$ cat src/rtl/raster_scan_pkg.sv
// Shared types and constants for the raster_scan traversal block.
// Contents:
//   COORD_W / WEIGHT_W   coordinate and barycentric weight widths
//   SCREEN_W / SCREEN_H  default screen size used by the clamp
//   scan_state_t         traversal FSM states
//   vertex_t, fragment_t packed bundles moved around the datapath
//   min2 / max2          unsigned coordinate helpers for the bounding box
package raster_pkg;

  localparam int COORD_W  = 10;
  localparam int WEIGHT_W = 20;
  localparam int SCREEN_W = 640;
  localparam int SCREEN_H = 480;

  typedef enum logic [1:0] {
    IDLE,
    SETUP,
    SCAN,
    DONE
  } scan_state_t;

  typedef struct packed {
    logic [COORD_W-1:0] x;
    logic [COORD_W-1:0] y;
  } vertex_t;

  typedef struct packed {
    logic [COORD_W-1:0]  x;
    logic [COORD_W-1:0]  y;
    logic [WEIGHT_W-1:0] u;
    logic [WEIGHT_W-1:0] v;
    logic [WEIGHT_W-1:0] w;
    logic [WEIGHT_W-1:0] a;
  } fragment_t;

  function automatic logic [COORD_W-1:0] min2(input logic [COORD_W-1:0] p,
                                              input logic [COORD_W-1:0] q);
    return (p < q) ? p : q;
  endfunction

  function automatic logic [COORD_W-1:0] max2(input logic [COORD_W-1:0] p,
                                              input logic [COORD_W-1:0] q);
    return (p > q) ? p : q;
  endfunction

endpackage

$ cat src/rtl/raster_scan_if.sv
// Bus bundle around raster_scan.
//   tri_*   : triangle input handshake (tri_valid/tri_ready + six vertex coords)
//   ras_*   : vertices and current pixel out to the rasterizer, weights and
//             coverage back from it (combinational in the same cycle)
//   frag_*  : registered fragment output with valid/ready backpressure
//   tri_done: one-cycle pulse at the end of each triangle
// Modport slave is the traversal block, master is its environment.
interface raster_scan_if;
  import raster_pkg::*;

  logic                tri_valid;
  logic                tri_ready;
  logic [COORD_W-1:0]  tri_ax, tri_ay, tri_bx, tri_by, tri_cx, tri_cy;

  logic [COORD_W-1:0]  ras_ax, ras_ay, ras_bx, ras_by, ras_cx, ras_cy;
  logic [COORD_W-1:0]  ras_x, ras_y;
  logic [WEIGHT_W-1:0] ras_ua, ras_va, ras_wa, ras_a;
  logic                ras_visible;

  logic                frag_valid;
  logic                frag_ready;
  logic [COORD_W-1:0]  frag_x, frag_y;
  logic [WEIGHT_W-1:0] frag_u, frag_v, frag_w, frag_a;

  logic                tri_done;

  modport slave (
    input  tri_valid, tri_ax, tri_ay, tri_bx, tri_by, tri_cx, tri_cy,
    output tri_ready,
    output ras_ax, ras_ay, ras_bx, ras_by, ras_cx, ras_cy, ras_x, ras_y,
    input  ras_ua, ras_va, ras_wa, ras_a, ras_visible,
    output frag_valid, frag_x, frag_y, frag_u, frag_v, frag_w, frag_a,
    input  frag_ready,
    output tri_done
  );

  modport master (
    output tri_valid, tri_ax, tri_ay, tri_bx, tri_by, tri_cx, tri_cy,
    input  tri_ready,
    input  ras_ax, ras_ay, ras_bx, ras_by, ras_cx, ras_cy, ras_x, ras_y,
    output ras_ua, ras_va, ras_wa, ras_a, ras_visible,
    input  frag_valid, frag_x, frag_y, frag_u, frag_v, frag_w, frag_a,
    output frag_ready,
    input  tri_done
  );

endinterface

$ cat src/rtl/raster_scan_bbox_setup.sv
// bbox_setup: combinational screen-clamped bounding box of three vertices.
// Ports:
//   va, vb, vc        : triangle vertices (unsigned screen coordinates)
//   xmin, ymin        : smallest coordinate per axis (not clamped)
//   xmax, ymax        : largest coordinate per axis, clamped to the last
//                       column / row of the screen
//   offscreen         : the box starts beyond the screen on either axis
module bbox_setup
  import raster_pkg::*;
#(
  parameter int WIDTH  = SCREEN_W,
  parameter int HEIGHT = SCREEN_H
) (
  input  vertex_t            va,
  input  vertex_t            vb,
  input  vertex_t            vc,
  output logic [COORD_W-1:0] xmin,
  output logic [COORD_W-1:0] xmax,
  output logic [COORD_W-1:0] ymin,
  output logic [COORD_W-1:0] ymax,
  output logic               offscreen
);

  // Index 0 is the x axis, index 1 the y axis.
  logic [1:0][COORD_W-1:0] lo;
  logic [1:0][COORD_W-1:0] hi;
  logic [1:0]              off;

  genvar gi;
  generate
    for (gi = 0; gi < 2; gi++) begin : g_axis
      localparam logic [COORD_W-1:0] LAST = COORD_W'((gi == 0) ? WIDTH - 1 : HEIGHT - 1);
      logic [COORD_W-1:0] p0, p1, p2, top;

      assign p0  = (gi == 0) ? va.x : va.y;
      assign p1  = (gi == 0) ? vb.x : vb.y;
      assign p2  = (gi == 0) ? vc.x : vc.y;
      assign top = max2(max2(p0, p1), p2);

      assign lo[gi]  = min2(min2(p0, p1), p2);
      assign hi[gi]  = min2(top, LAST);
      // Only the minimum can place the whole box past the screen edge;
      // the maximum is simply clamped.
      assign off[gi] = (lo[gi] > LAST);
    end
  endgenerate

  assign xmin      = lo[0];
  assign xmax      = hi[0];
  assign ymin      = lo[1];
  assign ymax      = hi[1];
  assign offscreen = |off;

endmodule

$ cat src/rtl/raster_scan.sv
// raster_scan: triangle traversal stage in front of the edge-function
// rasterizer. Accepts a triangle, computes its clamped bounding box, walks the
// box row-major one pixel per cycle and registers every covered pixel (with
// its barycentric weights) as a fragment.
// Ports:
//   clk, rst : clock, synchronous active-high reset
//   bus      : raster_scan_if.slave (triangle in, rasterizer link, fragments out)
module raster_scan
  import raster_pkg::*;
#(
  parameter int WIDTH  = SCREEN_W,
  parameter int HEIGHT = SCREEN_H
) (
  input  logic          clk,
  input  logic          rst,
  raster_scan_if.slave  bus
);

  scan_state_t        state_reg, state_next;
  vertex_t            va_reg, vb_reg, vc_reg, va_next, vb_next, vc_next;
  logic [COORD_W-1:0] x_reg, y_reg, x_next, y_next;
  logic [COORD_W-1:0] xmin_reg, xmax_reg, ymax_reg;
  logic [COORD_W-1:0] xmin_next, xmax_next, ymax_next;
  fragment_t          frag_reg, frag_next;
  logic               frag_valid_reg, frag_valid_next;

  logic [COORD_W-1:0] bb_xmin, bb_xmax, bb_ymin, bb_ymax;
  logic               bb_offscreen;
  logic               slot_free;

  bbox_setup #(
    .WIDTH (WIDTH),
    .HEIGHT(HEIGHT)
  ) u_bbox (
    .va       (va_reg),
    .vb       (vb_reg),
    .vc       (vc_reg),
    .xmin     (bb_xmin),
    .xmax     (bb_xmax),
    .ymin     (bb_ymin),
    .ymax     (bb_ymax),
    .offscreen(bb_offscreen)
  );

  // The fragment register can take a new value when empty or being drained.
  assign slot_free = !frag_valid_reg || bus.frag_ready;

  always_comb begin
    state_next      = state_reg;
    va_next         = va_reg;
    vb_next         = vb_reg;
    vc_next         = vc_reg;
    x_next          = x_reg;
    y_next          = y_reg;
    xmin_next       = xmin_reg;
    xmax_next       = xmax_reg;
    ymax_next       = ymax_reg;
    frag_next       = frag_reg;
    frag_valid_next = frag_valid_reg;

    // A held fragment drains whenever the consumer is ready; SCAN overrides.
    if (bus.frag_ready) begin
      frag_valid_next = 1'b0;
    end

    unique case (state_reg)
      IDLE: begin
        if (bus.tri_valid) begin
          va_next    = '{x: bus.tri_ax, y: bus.tri_ay};
          vb_next    = '{x: bus.tri_bx, y: bus.tri_by};
          vc_next    = '{x: bus.tri_cx, y: bus.tri_cy};
          state_next = SETUP;
        end
      end
      SETUP: begin
        xmin_next = bb_xmin;
        xmax_next = bb_xmax;
        ymax_next = bb_ymax;
        if (bb_offscreen) begin
          state_next = DONE;
        end else begin
          x_next     = bb_xmin;
          y_next     = bb_ymin;
          state_next = SCAN;
        end
      end
      SCAN: begin
        if (slot_free) begin
          if (bus.ras_visible) begin
            frag_next = '{x: x_reg, y: y_reg, u: bus.ras_ua, v: bus.ras_va,
                          w: bus.ras_wa, a: bus.ras_a};
            frag_valid_next = 1'b1;
          end else begin
            frag_valid_next = 1'b0;
          end
          if (x_reg < xmax_reg) begin
            x_next = x_reg + 1'b1;
          end else begin
            x_next = xmin_reg;
            y_next = y_reg + 1'b1;
            if (y_reg == ymax_reg) begin
              state_next = DONE;
            end
          end
        end else begin
          // Stall: the pending fragment must not be overwritten.
          frag_valid_next = 1'b1;
        end
      end
      DONE: begin
        state_next = IDLE;
      end
      default: begin
        state_next = IDLE;
      end
    endcase
  end

  always_ff @(posedge clk) begin
    if (rst) begin
      state_reg      <= IDLE;
      va_reg         <= '0;
      vb_reg         <= '0;
      vc_reg         <= '0;
      x_reg          <= '0;
      y_reg          <= '0;
      xmin_reg       <= '0;
      xmax_reg       <= '0;
      ymax_reg       <= '0;
      frag_reg       <= '0;
      frag_valid_reg <= 1'b0;
    end else begin
      state_reg      <= state_next;
      va_reg         <= va_next;
      vb_reg         <= vb_next;
      vc_reg         <= vc_next;
      x_reg          <= x_next;
      y_reg          <= y_next;
      xmin_reg       <= xmin_next;
      xmax_reg       <= xmax_next;
      ymax_reg       <= ymax_next;
      frag_reg       <= frag_next;
      frag_valid_reg <= frag_valid_next;
    end
  end

  assign bus.tri_ready  = (state_reg == IDLE);
  assign bus.tri_done   = (state_reg == DONE);

  assign bus.ras_ax     = va_reg.x;
  assign bus.ras_ay     = va_reg.y;
  assign bus.ras_bx     = vb_reg.x;
  assign bus.ras_by     = vb_reg.y;
  assign bus.ras_cx     = vc_reg.x;
  assign bus.ras_cy     = vc_reg.y;
  assign bus.ras_x      = x_reg;
  assign bus.ras_y      = y_reg;

  assign bus.frag_valid = frag_valid_reg;
  assign bus.frag_x     = frag_reg.x;
  assign bus.frag_y     = frag_reg.y;
  assign bus.frag_u     = frag_reg.u;
  assign bus.frag_v     = frag_reg.v;
  assign bus.frag_w     = frag_reg.w;
  assign bus.frag_a     = frag_reg.a;

endmodule

$ cat src/flat_wrapper.sv
// flat-port wrapper written by rule: the top's interface ports become plain ports
module raster_scan_flat import raster_pkg::*;
#(
  parameter int WIDTH  = SCREEN_W,
  parameter int HEIGHT = SCREEN_H
)
  (clk, rst, bus_tri_valid, bus_tri_ax, bus_tri_ay, bus_tri_bx, bus_tri_by, bus_tri_cx, bus_tri_cy, bus_tri_ready, bus_ras_ax, bus_ras_ay, bus_ras_bx, bus_ras_by, bus_ras_cx, bus_ras_cy, bus_ras_x, bus_ras_y, bus_ras_ua, bus_ras_va, bus_ras_wa, bus_ras_a, bus_ras_visible, bus_frag_valid, bus_frag_x, bus_frag_y, bus_frag_u, bus_frag_v, bus_frag_w, bus_frag_a, bus_frag_ready, bus_tri_done);
  raster_scan_if bus_i ();
  input  logic clk;
  input  logic rst;
  input wire logic [$bits(bus_i.tri_valid)-1:0] bus_tri_valid;
  input wire logic [$bits(bus_i.tri_ax)-1:0] bus_tri_ax;
  input wire logic [$bits(bus_i.tri_ay)-1:0] bus_tri_ay;
  input wire logic [$bits(bus_i.tri_bx)-1:0] bus_tri_bx;
  input wire logic [$bits(bus_i.tri_by)-1:0] bus_tri_by;
  input wire logic [$bits(bus_i.tri_cx)-1:0] bus_tri_cx;
  input wire logic [$bits(bus_i.tri_cy)-1:0] bus_tri_cy;
  output wire logic [$bits(bus_i.tri_ready)-1:0] bus_tri_ready;
  output wire logic [$bits(bus_i.ras_ax)-1:0] bus_ras_ax;
  output wire logic [$bits(bus_i.ras_ay)-1:0] bus_ras_ay;
  output wire logic [$bits(bus_i.ras_bx)-1:0] bus_ras_bx;
  output wire logic [$bits(bus_i.ras_by)-1:0] bus_ras_by;
  output wire logic [$bits(bus_i.ras_cx)-1:0] bus_ras_cx;
  output wire logic [$bits(bus_i.ras_cy)-1:0] bus_ras_cy;
  output wire logic [$bits(bus_i.ras_x)-1:0] bus_ras_x;
  output wire logic [$bits(bus_i.ras_y)-1:0] bus_ras_y;
  input wire logic [$bits(bus_i.ras_ua)-1:0] bus_ras_ua;
  input wire logic [$bits(bus_i.ras_va)-1:0] bus_ras_va;
  input wire logic [$bits(bus_i.ras_wa)-1:0] bus_ras_wa;
  input wire logic [$bits(bus_i.ras_a)-1:0] bus_ras_a;
  input wire logic [$bits(bus_i.ras_visible)-1:0] bus_ras_visible;
  output wire logic [$bits(bus_i.frag_valid)-1:0] bus_frag_valid;
  output wire logic [$bits(bus_i.frag_x)-1:0] bus_frag_x;
  output wire logic [$bits(bus_i.frag_y)-1:0] bus_frag_y;
  output wire logic [$bits(bus_i.frag_u)-1:0] bus_frag_u;
  output wire logic [$bits(bus_i.frag_v)-1:0] bus_frag_v;
  output wire logic [$bits(bus_i.frag_w)-1:0] bus_frag_w;
  output wire logic [$bits(bus_i.frag_a)-1:0] bus_frag_a;
  input wire logic [$bits(bus_i.frag_ready)-1:0] bus_frag_ready;
  output wire logic [$bits(bus_i.tri_done)-1:0] bus_tri_done;
  assign bus_i.tri_valid = bus_tri_valid;
  assign bus_i.tri_ax = bus_tri_ax;
  assign bus_i.tri_ay = bus_tri_ay;
  assign bus_i.tri_bx = bus_tri_bx;
  assign bus_i.tri_by = bus_tri_by;
  assign bus_i.tri_cx = bus_tri_cx;
  assign bus_i.tri_cy = bus_tri_cy;
  assign bus_tri_ready = bus_i.tri_ready;
  assign bus_ras_ax = bus_i.ras_ax;
  assign bus_ras_ay = bus_i.ras_ay;
  assign bus_ras_bx = bus_i.ras_bx;
  assign bus_ras_by = bus_i.ras_by;
  assign bus_ras_cx = bus_i.ras_cx;
  assign bus_ras_cy = bus_i.ras_cy;
  assign bus_ras_x = bus_i.ras_x;
  assign bus_ras_y = bus_i.ras_y;
  assign bus_i.ras_ua = bus_ras_ua;
  assign bus_i.ras_va = bus_ras_va;
  assign bus_i.ras_wa = bus_ras_wa;
  assign bus_i.ras_a = bus_ras_a;
  assign bus_i.ras_visible = bus_ras_visible;
  assign bus_frag_valid = bus_i.frag_valid;
  assign bus_frag_x = bus_i.frag_x;
  assign bus_frag_y = bus_i.frag_y;
  assign bus_frag_u = bus_i.frag_u;
  assign bus_frag_v = bus_i.frag_v;
  assign bus_frag_w = bus_i.frag_w;
  assign bus_frag_a = bus_i.frag_a;
  assign bus_i.frag_ready = bus_frag_ready;
  assign bus_tri_done = bus_i.tri_done;
  raster_scan #(.WIDTH(WIDTH), .HEIGHT(HEIGHT)) u_core (.clk(clk), .rst(rst), .bus(bus_i));
endmodule
$ cat config.mk
export PLATFORM = sky130hd
export DESIGN_NAME = raster_scan_flat
export DESIGN_NICKNAME = d
export VERILOG_FILES = /design/src/rtl/raster_scan_pkg.sv /design/src/rtl/raster_scan_if.sv /design/src/rtl/raster_scan_bbox_setup.sv /design/src/rtl/raster_scan.sv /design/src/flat_wrapper.sv
export SDC_FILE = /design/constraint.sdc
export NUM_CORES = 1
export LEC_CHECK = 0
export ABC_CLOCK_PERIOD_IN_PS = 5500
export CAP_MARGIN = 20
export CORE_ASPECT_RATIO = 1.5
export CORE_MARGIN = 2
export CORE_UTILIZATION = 48
export DETAILED_ROUTE_END_ITERATION = 16
export PLACE_DENSITY_LB_ADDON = 0.12
export RECOVER_POWER = 25
export SLEW_MARGIN = 20
export SYNTH_ARGS = -nofsm -noshare
export SYNTH_HDL_FRONTEND = slang
export SYNTH_SLANG_ARGS = --single-unit
$ cat constraint.sdc
create_clock -name clk -period 5.5 [get_ports clk]
set_input_delay 1.1 -clock clk [delete_from_list [all_inputs] [get_ports clk]]
set_output_delay 1.1 -clock clk [all_outputs]
set_load 0.005 [all_outputs]
# Word-level counts from Yosys, hierarchy flattened
# Index checks and enable logic that the tools add are counted.
totals:
  regBits: 213
  in_bits: 145
  wordCells: 82
  output_inout_bits: 183
classes:
  addsub: 2
  n_mux: 28
  n_eq_ne: 9
  reduce_logical: 11
  magnitude_cmp: 13
op_table:
  columns: ["cell", "n"]
  rows:
  - ["$mux W10", 16]
  - ["$lt A10 B10 Y1", 5]
  - ["$gt A10 B10 Y1", 4]
  - ["$pmux W10 S2", 2]
  - ["$add A10 B1 Y10 const B", 2]
  - ["$eq A10 B10 Y1", 1]
  - ["$gt A10 B10 Y1 const B", 1]
  - ["$gt A10 B9 Y1 const B", 1]
  - ["$lt A10 B10 Y1 const B", 1]
  - ["$lt A10 B9 Y1 const B", 1]
  - ["$mux W2", 4]
  - ["$pmux W2 S4", 1]
  - ["$reduce_and A4 Y1", 2]
  - ["$ne A2 B2 Y1 const B", 3]
  - ["$reduce_and A3 Y1", 2]
  - ["$mux W1", 5]
  - ["$eq A2 B2 Y1 const B", 2]
  - ["$ne A2 B1 Y1 const B", 2]
  - ["$reduce_bool A2 Y1", 2]
  - ["$eq A2 B1 Y1 const B", 1]
  - ["$logic_not A2 Y1", 1]
  - ["$reduce_and A2 Y1", 1]
  - ["$reduce_or A2 Y1", 1]
  - ["$logic_not A1 Y1", 1]
  - ["$logic_or A1 B1 Y1", 1]

# Logic depth before layout (Yosys ltp)
# Gate-level depths: netlist of run 1.
depth:
  ltp_word: 8
  depth_mapped: 21
  depth_no_buf: 19

# Cells and area by module
# Synthesis of run 1 repeated with hierarchy kept, for this count alone.
unflattened:
  hier_cells: 1403
  hier_area_um2: 11005.6
modules_own_cells:
  columns: ["module", "instances", "area_each_um2", "seq_area_each_um2", "cells_per_inst"]
  rows:
  - ["raster_scan", 1, 8371.8, 4264.1, 1037]
  - ["bbox_setup", 1, 2633.8, 0.0, 366]

# Worst setup path after synthesis of run 1
# Ideal clock, no wire load.
synth_path:
  path_type: "register to register"
  startpoint: "register u_core.vb_reg (netlist bit u_core.bus.ras_by[5])"
  endpoint: "register u_core.y_reg[0], in the netlist u_core.bus.ras_y[0]"
  stages_incl_launch_ff: 20
  setup_ns: 0.117
  slack_ns: 1.041
  synth_period_minus_slack_ns: 4.459
  arrival_time_ns: 4.342
  n_path_buf: 3
  required_time_ns: 5.383
  path_cell_list: "dfxtp_1 inv_1 ha_1 a21oi_1 o21ai_1 a2111oi_4 buf_2 clkbuf_1 nand2_1 o21ai_0 ha_1 a21oi_1 o21ai_0 nor4_4 or3b_1 a311oi_1 nor3b_2 o211a_1 buf_2 a32o_1"
synth_via:
  elab_chain_len: 8
  elab_cells_between_ends: 10
  classes_between: "3 x order compare; 1 x eq/ne; 4 x mux; 2 x reduce/logical"
synth_rtl:
  columns: ["element", "line", "rtl"]
  rows:
  - ["start: declaration", "raster_scan.sv:20", "vertex_t va_reg, vb_reg, vc_reg, va_next, vb_next, vc_next;"]
  - ["start signal: assignment", "raster_scan.sv:135", "vb_reg <= vb_next;"]
  - ["$lt A10 B10 Y1", "raster_scan_pkg.sv:38", "return (p < q) ? p : q;"]
  - ["$mux W10 (*)", "raster_scan_pkg.sv:38", null]
  - ["$lt A10 B10 Y1", "raster_scan_pkg.sv:38", null]
  - ["$mux W10 (*)", "raster_scan_pkg.sv:38", null]
  - ["$gt A10 B9 Y1", "raster_scan_bbox_setup.sv:44", "assign off[gi] = (lo[gi] > LAST);"]
  - ["$reduce_or A2 Y1", "raster_scan_bbox_setup.sv:52", "assign offscreen = |off;"]
  - ["$ne A2 B2 Y1 (no source line)", null, null]
  - ["$reduce_and A4 Y1 (no source line)", null, null]
  - ["end signal: assignment", "raster_scan.sv:138", "y_reg <= y_next;"]
  - ["end: declaration", "raster_scan.sv:21", "logic [COORD_W-1:0] x_reg, y_reg, x_next, y_next;"]
# Mark *: on every way between the ends. The rest lies on a longest branch, timed or not. The select of a mux whose other input is x is not followed.
# A chain may end at the register's enable or synchronous reset.

# Final worst setup path of run 1
layout_path:
  startpoint: "register u_core.vb_reg (netlist bit u_core.bus.ras_by[5])"
  endpoint: "register u_core.ymax_reg[1]"
layout_via:
  elab_chain_len: 6
layout_rtl:
  columns: ["element", "line", "rtl"]
  rows:
  - ["$gt A10 B10 Y1", "raster_scan_pkg.sv:43", "return (p > q) ? p : q;"]
  - ["$mux W10 (*)", "raster_scan_pkg.sv:43", null]
  - ["$gt A10 B10 Y1", "raster_scan_pkg.sv:43", null]
  - ["$mux W10 (*)", "raster_scan_pkg.sv:43", null]
  - ["$lt A10 B9 Y1", "raster_scan_pkg.sv:38", null]
  - ["$mux W10 (*)", "raster_scan_pkg.sv:38", null]
  - ["end signal: assignment", "raster_scan.sv:141", "ymax_reg <= ymax_next;"]
  - ["end: declaration", "raster_scan.sv:22", "logic [COORD_W-1:0] xmin_reg, xmax_reg, ymax_reg;"]
# Mark *: on every way between the ends. The rest lies on a longest branch, timed or not.

==> results of run 1 <==
[final timing paths]
check	to	slack (ns)	cells after the start
max	u_core.ymax_reg[1]$_SDFFE_PP0N_	0.46	18
min	u_core.bus.frag_a[12]$_SDFFE_PP0P_	0.45	2
max reg2reg	u_core.ymax_reg[1]$_SDFFE_PP0N_	0.46	18
min reg2reg	u_core.bus.frag_a[12]$_SDFFE_PP0P_	0.45	2
[stage by stage]
| step | std cells | cell area (um^2) | setup WS [ns] |
|---|---|---|---|
| floorplan | 1386 | 10900 | 1.04 |
| finish | 1958 | 15100 | 0.457 |
| detailed placement | 1918 | 14300 | 0.387 |
| CTS | 1954 | 15000 | 0.342 |
| global placement | 1917 | 14300 | 0.447 |
| global route | 1958 | 15100 | 0.107 |
[logic make-up after synthesis]
group | after synthesis | synth area share [%]
flip-flops | 213 | 39.3
XOR/XNOR | 18 | 1.45
AO/OA/AOI/OAI | 360 | 19.9
adder cells (fa/ha/maj) | 73 | 8.41
AND/OR/NAND/NOR | 507 | 19.3
buffers and inverters | 149 | 5.23
multiplexers | 66 | 6.44
[area by class of cell]
cell class	count	area [um^2]	area share (%)
antenna	3	7.51	0.0498
clock buffer	28	592	3.93
clock inverter	8	140	0.930
inverter	65	244	1.62
multi-input combinational	1025	6080	40.4
sequential	213	4260	28.3
tap	276	345	2.29
timing repair buffer	340	3380	22.5
[layer usage]
metal / vias to the layer above / wire length [um] / global-route usage, % / share of wire, %
li1: 5335 / - / - / -
met1: 4889 / 13000 / 30.9 / 40
met2: 415 / 16100 / 46.1 / 49
met3: 69 / 2520 / 5.85 / 7.7
met4: 0 / 1040 / 10.1 / 3.2
met5: - / 0 / 0 / 0
[critical path, cell delays in order (launching register included)]
cell and delay [ns]:
dfxtp_1 0.42, inv_1 0.08, ha_1 0.33, nand4_1 0.13
a211oi_1 0.63, a2111oi_4 0.20, a31oi_1 0.19, buf_4 0.23
mux2_2 0.40, ha_1 0.31, nand4_1 0.13, nor2_1 0.16
a21oi_1 0.08, o211a_1 0.13, a31oi_1 0.41, mux2i_1 0.29
and2_1 0.23, a21boi_1 0.40, a211oi_1 0.13
[cells in the final DEF (no fill, tap or decap), types with 4 or more instances in the layout]
| master | count |
|---|---|
| nand2_1 | 367 |
| clkdlybuf4s50_1 | 236 |
| a21oi_1 | 215 |
| dfxtp_1 | 213 |
| dlygate4sd3_1 | 90 |
| ha_1 | 73 |
| inv_1 | 64 |
| nor2_1 | 59 |
| o21ai_0 | 37 |
| mux2i_1 | 35 |
| a211oi_1 | 32 |
| mux2_2 | 31 |
| nand3_1 | 23 |
| clkbuf_16 | 21 |
| nand4_1 | 14 |
| xor2_1 | 14 |
| buf_4 | 12 |
| nor3_1 | 8 |
| o21a_1 | 8 |
| a21o_1 | 7 |
| o32ai_1 | 7 |
| a311oi_1 | 7 |
| nor2b_1 | 6 |
| o211ai_1 | 6 |
| and3_1 | 5 |
| nand2b_1 | 4 |
| nor4_1 | 4 |
| xnor2_1 | 4 |
| clkinv_2 | 4 |
| clkbuf_8 | 4 |
| bufinv_16 | 4 |
[power groups by stage]
stage | clock, mW | sequential, mW | combinational (mW)
3_5_place_dp | 0 | 2.17 | 3.84
6_report | 1.54 | 2.13 | 3.90
2_1_floorplan | 0 | 2.08 | 2.61
3_3_place_gp | 0 | 2.16 | 3.79
4_1_cts | 1.56 | 2.14 | 3.87
5_1_grt | 1.63 | 2.18 | 4.29
==> reports/metrics.csv, run 1 <==
stage;metric;value;unit
outcome;outcome;finished with violations;
outcome;failing checks;capacitance limit, slew limit;
die;initial core utilization;48.7;%
drt;per-cell routed wire length;16.7;um
grt;wire length of the first global-routing pass;51900;um
grt;initial antenna violation count;3;
placement;detailed placement HPWL;23900;um
power;maximum VDD drop;0.287;mV
drt;Pre-antenna DRT Iters;5;
placement;RePlAce Congestion;0.891;
setup_path;CP Capture Type;flip-flop;
yosys;syn nets;1604;
sta;part of the cycle the worst path needs;91.7;%
setup_path;Worst Setup Path Type;reg -> reg;
cells_and_area;Final Util;67.5;%
drt;final WL;32700;um
sta;Relative slew margins;-90.2;%
yosys;Mapped Cells;1386;
setup_path;R2R Path Start;u_core.bus.ras_by[5]$_SDFFE_PP0P_;
cells_and_area;synth-to-layout area growth;38.8;%
sta;post-layout min period;5.04;ns
clocking;buffer depth of the longest clock path;3;
yosys;synthesized area per cell;7.83;um^2
drt;vias per inst;5.47;
clocking;CTS sink count;213;
setup_path;crit start category;flip-flop;
power;Clock power frac;20.3;%
drt;DRC;0;
sta;RSZ-0062 raised after global routing;no;
power;Comb power frac;51.5;%
grt;total gr overflow;0;
sta;hold_ws;0.449;ns
yosys;Post-synth EDFFs;0;
yosys;top-count cell post-synth;nand2_1;
clocking;TritonCTS clock tree;done;
grt;GRT Total Usage;26.2;%
yosys;Seq/Total Area, Yosys;39.3;%
clocking;Root Buffer;clkbuf_16;
power;Net Switching;3.06;mW
placement;I/O Buffers;327;
sta;Setup TNS;0;ns
clocking;Skew-Pair Late Insertion Delay;0.50;ns
die;floorplan core area;22300;um^2
power;Internal;4.51;mW
yosys;synthesized area;10900;um^2
setup_path;crit path launch;u_core.bus.ras_by[5]$_SDFFE_PP0P_;
worst_hold_path;hold_sp;u_core.bus.frag_a[12]$_SDFFE_PP0P_;
yosys;YS warnings;0;
clocking;setup bufs post-CTS;0;
setup_path;CP Max Fanout;14;
sta;final setup violation count;0;
sta;slew at the pin with the worst max-slew slack;2.85;ns
clocking;Max H-tree Level;1;
drt;total number of vias;10708;
grt;vias in the first global route;10218;
clocking;CTS resizes;0;
setup_path;Req. time, crit path;5.85;ns
yosys;commonest cells in the netlist;nand2_1 (368), a21oi_1 (215), dfxtp_1 (213);
sta;FMAX;198;MHz
die;Die Y-Extent;188;um
clocking;Inserted Clock Buffers;21;
clocking;clk slew on worst S/H paths;0.06;ns
power;Sw Ratio;40.4;%
die;row count;67;
clocking;Hold-fix buffers, CTS;0;
job;# Max-Cap Violations;1;
power;Pleak;5.84;nW
yosys;Synth top area share;39.3;%
yosys;Post-synth top flop;dfxtp_1;
worst_hold_path;HP Class;reg -> reg;
sta;Final Hold Fails;0;
die;io pins;328;
cells_and_area;fill cell count;1944;
drt;post-route ant nets;0;
drt;drt first-iter violations;663;
die;Die W;127;um
cells_and_area;fraction of layout instances using a drive strength above 1;5.48;%
power;PwrDens;503;nW/um^2
sta;Final Slew Violations;61;
yosys;top cells by area, synth;dfxtp_1 (39%), nand2_1 (13%), a21oi_1 (9.9%);
grt;pin count of the biggest net entering global routing;139;
power;sequential share of power;28.2;%
setup_path;Worst EP arrival;5.39;ns
sta;Max Clock Skew;0.0122;ns
yosys;FFs w/ async S/R, synth;0;%
cells_and_area;# nets final;1884;
power;Tot Pwr;7.58;mW
yosys;post-synth cell types;64;
yosys;Synth Register Bits;213;
die;Die Area;23900;um^2
yosys;Yosys top cell by area;dfxtp_1;
Power figures use the tool's default switching activity.
==> inputs of run 2 (changes only) <==
--- a/config.mk
+++ b/config.mk
@@ -13,6 +13,7 @@
 export DETAILED_ROUTE_END_ITERATION = 16
 export PLACE_DENSITY_LB_ADDON = 0.12
 export RECOVER_POWER = 25
+export REMOVE_ABC_BUFFERS = 1
 export SLEW_MARGIN = 20
 export SYNTH_ARGS = -nofsm -noshare
 export SYNTH_HDL_FRONTEND = slang
==> reports/metrics.csv, run 2 (synthesis gave the netlist of run 1 again) <==
stage;metric;value;unit
power;maximum VDD drop;0.331;mV
clocking;Root Buffer;clkbuf_16;
cells_and_area;synth-to-layout area growth;38.9;%
placement;I/O Buffers;327;
power;PwrDens;506;nW/um^2
drt;vias per inst;5.49;
grt;wire length of the first global-routing pass;52800;um
power;Sw Ratio;40.8;%
die;Die Y-Extent;188;um
sta;hold_ws;0.450;ns
worst_hold_path;Hold EP;u_core.bus.frag_u[12]$_SDFFE_PP0P_;
setup_path;R2R Path Start;u_core.bus.ras_by[7]$_SDFFE_PP0P_;
grt;GRT Total Usage;26.7;%
die;row count;67;
drt;final WL;33300;um
drt;drt first-iter violations;629;
die;Die W;127;um
outcome;outcome;finished with violations;
clocking;clk slew on worst S/H paths;0.06;ns
drt;Pre-antenna DRT Iters;7;
sta;Final Slew Violations;61;
grt;initial antenna violation count;7;
sta;post-layout min period;4.96;ns
setup_path;CP Max Fanout;17;
setup_path;path depth of the worst reg2reg path;18;
outcome;failing checks;capacitance limit, slew limit;
setup_path;Worst Setup Path Type;reg -> reg;
die;io pins;328;
setup_path;CP Capture Type;flip-flop;
grt;vias in the first global route;10394;
cells_and_area;Final Util;67.6;%
placement;RePlAce Congestion;0.940;
die;initial core utilization;48.7;%
cells_and_area;most frequent cells in the layout;nand2_1 (367), clkdlybuf4s50_1 (288), a21oi_1 (215);
drt;post-route ant nets;0;
cells_and_area;fraction of layout instances using a drive strength above 1;5.65;%
worst_hold_path;HP Class;reg -> reg;
sta;final setup violation count;0;
cells_and_area;# nets final;1883;
power;Internal;4.52;mW
power;Comb power frac;51.2;%
setup_path;setup slack, reg-to-reg;0.54;ns
worst_hold_path;hold_sp;u_core.bus.frag_u[12]$_SDFFE_PP0P_;
clocking;TritonCTS clock tree;done;
setup_path;Req. time, crit path;5.86;ns
job;# Max-Cap Violations;1;
sta;slew at the pin with the worst max-slew slack;2.83;ns
clocking;setup bufs post-CTS;0;
clocking;Max H-tree Level;1;
die;floorplan core area;22300;um^2
power;Clock power frac;20.7;%
placement;cell count after placement;1917;
sta;Max Clock Skew;0.0182;ns
worst_hold_path;Hold Path Depth;2;
setup_path;Critical R2R Capture;u_core.bus.ras_y[7]$_SDFFE_PP0P_;
power;Tot Pwr;7.62;mW
drt;per-cell routed wire length;17.0;um
drt;total number of vias;10762;
die;Die Area;23900;um^2
grt;total gr overflow;0;
sta;RSZ-0062 raised after global routing;no;
clocking;CTS sink count;213;
power;sequential share of power;28.1;%
cells_and_area;commonest non-fill, non-tap cell in the layout;nand2_1;
cells_and_area;non-filler cells, final;1959;
power;Net Switching;3.11;mW
grt;pin count of the biggest net entering global routing;119;
clocking;Inserted Clock Buffers;22;
sta;Relative slew margins;-89.1;%
clocking;buffer depth of the longest clock path;3;
sta;Setup TNS;0;ns
setup_path;crit start category;flip-flop;
placement;detailed placement HPWL;24100;um
clocking;Hold-fix buffers, CTS;0;
drt;DRC;0;
sta;part of the cycle the worst path needs;90.2;%
clocking;CTS resizes;0;
power;Pleak;5.67;nW
sta;Final Hold Fails;0;
clocking;Skew-Pair Late Insertion Delay;0.52;ns
sta;FMAX;202;MHz
setup_path;Worst EP arrival;5.32;ns
-- run 2: how the worst max path moves through the flow --
| stage | startpoint | to | cells past startpoint |
|---|---|---|---|
| detailed placement | u_core.bus.ras_by[7]$_SDFFE_PP0P_ | u_core.ymax_reg[3]$_SDFFE_PP0N_ | 19 |
| finish | u_core.bus.ras_by[7]$_SDFFE_PP0P_ | u_core.bus.ras_y[7]$_SDFFE_PP0P_ | 18 |
| global placement | u_core.bus.ras_by[7]$_SDFFE_PP0P_ | u_core.ymax_reg[2]$_SDFFE_PP0N_ | 19 |
| floorplan | u_core.bus.ras_by[5]$_SDFFE_PP0P_ | u_core.ymax_reg[0]$_SDFFE_PP0N_ | 17 |
| global route | u_core.bus.ras_by[7]$_SDFFE_PP0P_ | u_core.ymax_reg[0]$_SDFFE_PP0N_ | 19 |
| CTS | u_core.bus.ras_by[7]$_SDFFE_PP0P_ | u_core.ymax_reg[0]$_SDFFE_PP0N_ | 19 |
-- run 2: area by class of cell --
type	count	area (um^2)
fillers	1891	7220
multi-input cells	1024	6060
flip-flops and latches	213	4260
repair buffers	339	3400
clock buffers	27	621
well taps	276	345
inverters	65	244
clock inverters	12	141
diodes	3	7.51
-- run 2: routing by layer --
metal	up-vias	track usage (%)	share of wire (%)
li1	5346	-	-
met1	4946	30.9	40
met2	397	47.8	49
met3	65	7.21	8.1
met4	8	8.24	2.6
met5	-	0	0.17
-- run 2: worst max-delay path, cell delays in order, from the launching register on --
cell,delay [ns]
dfxtp_1,0.43
inv_1,0.08
ha_1,0.32
nand4_1,0.16
a211oi_1,0.09
a2111oi_4,0.49
buf_4,0.29
nand2_1,0.06
o21ai_0,0.13
ha_1,0.30
a21oi_1,0.15
o21ai_0,0.18
nor4_4,0.38
or3b_1,0.39
a311oi_1,0.39
nor3b_2,0.12
o211a_1,0.33
nand2_1,0.37
o31ai_1,0.14
-- run 2: metrics by stage --
step                      instance area [um^2]  setup slack [ns]
final                                    15100             0.540
after global routing                     15100             0.122
after CTS                                15100             0.587
after detailed placement                 14300             0.624
after global placement                   14300             0.761
after floorplan                          10500             0.432
-- run 2: power groups by stage --
stage	registers, mW	clock network (mW)	logic [mW]
floorplan	2.09	0	2.48
global placement	2.17	0	3.78
detailed placement	2.18	0	3.84
CTS	2.15	1.60	3.87
global route	2.19	1.65	4.28
finish	2.14	1.58	3.90
